**src/rtl/gpio_irq.sv**
```systemverilog
// GPIO edge-detect interrupt controller: per-pin rise/fall detection into
// write-1-to-clear pending bits, gated by irq_enable into a registered irq.
module gpio_irq #(
    parameter logic [31:0] BASE_ADDR = 32'h4040
) (
    input  logic        clk,
    input  logic        reset,
    input  logic [15:0] pin_in,
    input  logic [15:0] data_bus_write,
    output logic [15:0] data_bus_read,
    input  logic [31:0] data_bus_addr,
    input  logic [1:0]  data_bus_mode,
    input  logic        data_bus_select,
    output logic        irq
);

    localparam logic [31:0] ADDR_IE   = BASE_ADDR;
    localparam logic [31:0] ADDR_RISE = BASE_ADDR + 32'h4;
    localparam logic [31:0] ADDR_FALL = BASE_ADDR + 32'h8;
    localparam logic [31:0] ADDR_PEND = BASE_ADDR + 32'hC;
    localparam logic [31:0] ADDR_ACT  = BASE_ADDR + 32'h10;

    logic [15:0] irq_enable;
    logic [15:0] rise_en;
    logic [15:0] fall_en;
    logic [15:0] pending;
    logic [15:0] prev;
    logic        primed;

    logic        wr_en;
    logic [15:0] rise;
    logic [15:0] fall;
    logic [15:0] evt;
    logic [15:0] clr;

    assign wr_en = data_bus_select && (data_bus_mode == 2'b10);

    // Edges are suppressed until prev holds a real post-reset sample.
    always_comb begin
        rise = '0;
        fall = '0;
        if (primed) begin
            rise = pin_in & ~prev;
            fall = ~pin_in & prev;
        end
        evt = (rise & rise_en) | (fall & fall_en);
        clr = (wr_en && (data_bus_addr == ADDR_PEND)) ? data_bus_write : '0;
    end

    always_ff @(posedge clk or posedge reset) begin
        if (reset) begin
            irq_enable <= '0;
            rise_en    <= '0;
            fall_en    <= '0;
            pending    <= '0;
            prev       <= '0;
            primed     <= 1'b0;
            irq        <= 1'b0;
        end else begin
            prev    <= pin_in;
            primed  <= 1'b1;
            // OR-ing the event after the clear makes a same-cycle set win.
            pending <= (pending & ~clr) | evt;
            irq     <= |(pending & irq_enable);
            if (wr_en) begin
                case (data_bus_addr)
                    ADDR_IE:   irq_enable <= data_bus_write;
                    ADDR_RISE: rise_en    <= data_bus_write;
                    ADDR_FALL: fall_en    <= data_bus_write;
                    default:   ;
                endcase
            end
        end
    end

    always_comb begin
        data_bus_read = '0;
        case (data_bus_addr)
            ADDR_IE:   data_bus_read = irq_enable;
            ADDR_RISE: data_bus_read = rise_en;
            ADDR_FALL: data_bus_read = fall_en;
            ADDR_PEND: data_bus_read = pending;
            ADDR_ACT:  data_bus_read = pending & irq_enable;
            default:   data_bus_read = '0;
        endcase
    end

endmodule

```
**config.mk**
```make
export PLATFORM = sky130hd
export DESIGN_NAME = gpio_irq
export DESIGN_NICKNAME = d
export VERILOG_FILES = /design/src/rtl/gpio_irq.sv
export SDC_FILE = /design/constraint.sdc
export NUM_CORES = 1
export LEC_CHECK = 0
export BUFFER_PORTS_ARGS = -buffer_cell sky130_fd_sc_hd__buf_2
export CAP_MARGIN = 15
export CORE_MARGIN = 3
export CORE_UTILIZATION = 59
export CTS_CLUSTER_SIZE = 14
export DETAILED_ROUTE_END_ITERATION = 8
export PLACE_DENSITY = 0.82
export SLEW_MARGIN = 20
export SYNTH_ARGS = -nofsm -noshare
export SYNTH_HDL_FRONTEND = slang
export SYNTH_SLANG_ARGS = --single-unit
```
**constraint.sdc**
```tcl
create_clock -name clk -period 6 [get_ports clk]
set_input_delay 0.6 -clock clk [delete_from_list [all_inputs] [get_ports clk]]
set_output_delay 0.6 -clock clk [all_outputs]
set_load 0.1 [all_outputs]
```
==> run summary <==
Primary FF master, synth: dfrtp_1
worst path required time: 5400 ps
top post-synthesis cells by count: dfrtp_1 (82), nand2_1 (47), mux2_2 (37)
Total Wirelength: 10200 um
Final Core Density: 0.730
CTS tree: done
global-route wire length before repair: 16200 um
ranking of synthesized cells by area: dfrtp_1 (50%), mux2_2 (10%), nand2_1 (4.3%)
RePlAce Congestion: 0.779
post-synthesis sequential area ratio: 0.503
Vias: 3281
Die ar.: 7950 sq um
Final Hold Vio Count: 0
mapped cell area: 4080 sq um
EDFF count, synth: 0
Final Cycle Share: 0.581
Setup Skew: 11.1 ps
synthesized flop and latch total: 82
post-DR vias/cell: 6.41
syn nets: 418
Clock Sinks: 82
initial core utilization: 0.624
worst-skew pair later-pin latency: 360 ps
CTS root buf: clkbuf_8
area grow syn2layout: 17.0%
core area: 6530 sq um
unrepaired setup endpoints after global routing: no
n_diodes: 0
TritonCTS buffer count: 9
routed length per instance: 19.9 um
Die W: 89.1 um
critical path endpoint category: output port
share of cells above drive strength 1: 0.372
Routed Antenna Nets: 0
postcts setup bufs: 0
post-synth cell types: 41
clk slew on worst S/H paths: 80 ps
post-synthesis async set-or-reset flop share: 1.00
Syn. warnings: 0
post_cts resized: 0
Synth area leader: dfrtp_1
Post-Syn Instances: 349
largest net degree at the start of global routing: 83
CP Launch Type: primary input
Max Buffers Root-to-Sink: 2
initial DRC count: 272
Max Cap Violations: 0
fmax: 287 MHz
WS Path Type: in2out
final setup fails: 0
grt total ovfl: 0
H-tree level count: 3
status: complete, no violations
die height: 89.1 um
Power Density: 230 nW/um^2
GRT Overall Usage: 0.273
HP Class: in2async
final slew viol count: 0
Setup TNS Final: 0 ps
HPWL after DPL: 6780 um
IO Count: 86
max_slew headroom: 0.277
initial antenna violation count: 0
min cycle time layout: 3480 ps
Final Net Count: 501
vias in the first global route: 3275
synthesized area per cell: 11.7 sq um
Core Rows: 29
# hold bufs at CTS: 0
most frequent cell after synthesis: dfrtp_1
worst-margin pin slew: 1080 ps
I/O Buffers: 85
Lkg Pwr: 2.21 nW
Arr. time, crit path: 2880 ps
Yosys top cell area share: 0.503
crit-path max FO: 12
VDD IR max: 0.155 mV
Initial DRT Pass Iterations: 5
residual DRC count: 0
cell usage in the layout, fill, tap and decap left out, types with 2 or more instances in the layout:
| master | count |
|---|---|
| a22o_1 | 19 |
| nor4b_4 | 2 |
| nor4_1 | 6 |
| nor2b_1 | 2 |
| nand3_1 | 4 |
| nand2b_1 | 15 |
| buf_4 | 3 |
| a221oi_1 | 3 |
| mux2_2 | 37 |
| dfrtp_1 | 82 |
| o21ai_0 | 20 |
| a21oi_1 | 10 |
| nand2_1 | 47 |
| nor2_1 | 6 |
| inv_1 | 2 |
| a32o_1 | 11 |
| a22oi_1 | 15 |
| nand4_1 | 2 |
| mux2_4 | 10 |
| clkinvlp_4 | 2 |
| a32oi_1 | 4 |
| buf_2 | 85 |
| nor3_4 | 3 |
| clkbuf_8 | 9 |
| nand3b_1 | 17 |
| bufinv_16 | 3 |
cell families (layout without fill, tap and decap cells):
| kind of cell | after synthesis | after routing | synth area share |
|---|---|---|---|
| multiplexers | 50 | 50 | 0.150 |
| AO/OA/AOI/OAI | 83 | 83 | 0.150 |
| other | 1 | 1 | 0.000920 |
| AND/OR/NAND/NOR | 113 | 113 | 0.168 |
| flip-flops | 82 | 82 | 0.503 |
| buffers and inverters | 20 | 106 | 0.0279 |
worst max-delay path, cell delays in order:
cell,delay [ps]
buf_2,100
or4b_4,600
nor4b_4,710
a22oi_1,220
a21oi_1,190
buf_2,460
routing by layer:
metal	wire length, um	part of all wire	global-route usage
met1	4120	0.40	0.350
met2	5190	0.51	0.472
met3	638	0.063	0.0387
met4	225	0.022	0.101
met5	0	0	0
layout make-up:
cell class	count	area, sq um
Multi-Input combinational cell	247	1910
Clock buffer	9	124
Inverter	3	12.5
Clock inverter	5	105
Sequential cell	82	2050
Fill cell	451	1760
Timing Repair Buffer	89	468
Tap cell	77	96.3
per-stage QoR:
stage	instance area, sq um	power (mW)	worst slack (ps)	hold slack, ps	cells
floorplan	4080	0.595	1030	482	349
global placement	4520	0.632	2580	501	497
detailed placement	4520	0.634	2560	522	497
CTS	4750	1.10	2570	360	511
global route	4770	1.13	2420	360	512
finish	4770	1.10	2520	342	512
where the power goes:
| part | internal (mW) | switching, mW |
|---|---|---|
| Combinational | 0.0241 | 0.0385 |
| Sequential | 0.558 | 0.00471 |
| Clock | 0.272 | 0.200 |
| Total | 0.854 | 0.243 |
registers in the layout (all words and copies together), names as in the netlist:
register	cells
irq	1
prev	16
fall_en	16
rise_en	16
primed	1
irq_enable	16
pending	16
path summary, 6_finish.rpt:
check	start	endpoint	slack, ps	depth (start not counted)
setup / recovery	data_bus_addr[5]	data_bus_read[5]	2520	6
hold / removal	reset	fall_en[3]	340	3
setup reg to reg	pending[12]	irq	4750	3
hold reg to reg	rise_en[7]	rise_en[7]	540	1
max in group asynchronous	reset	rise_en[8]	5040	4
min in group clk	pin_in[15]	prev[15]	360	1
(Power assumes the default switching activity.)
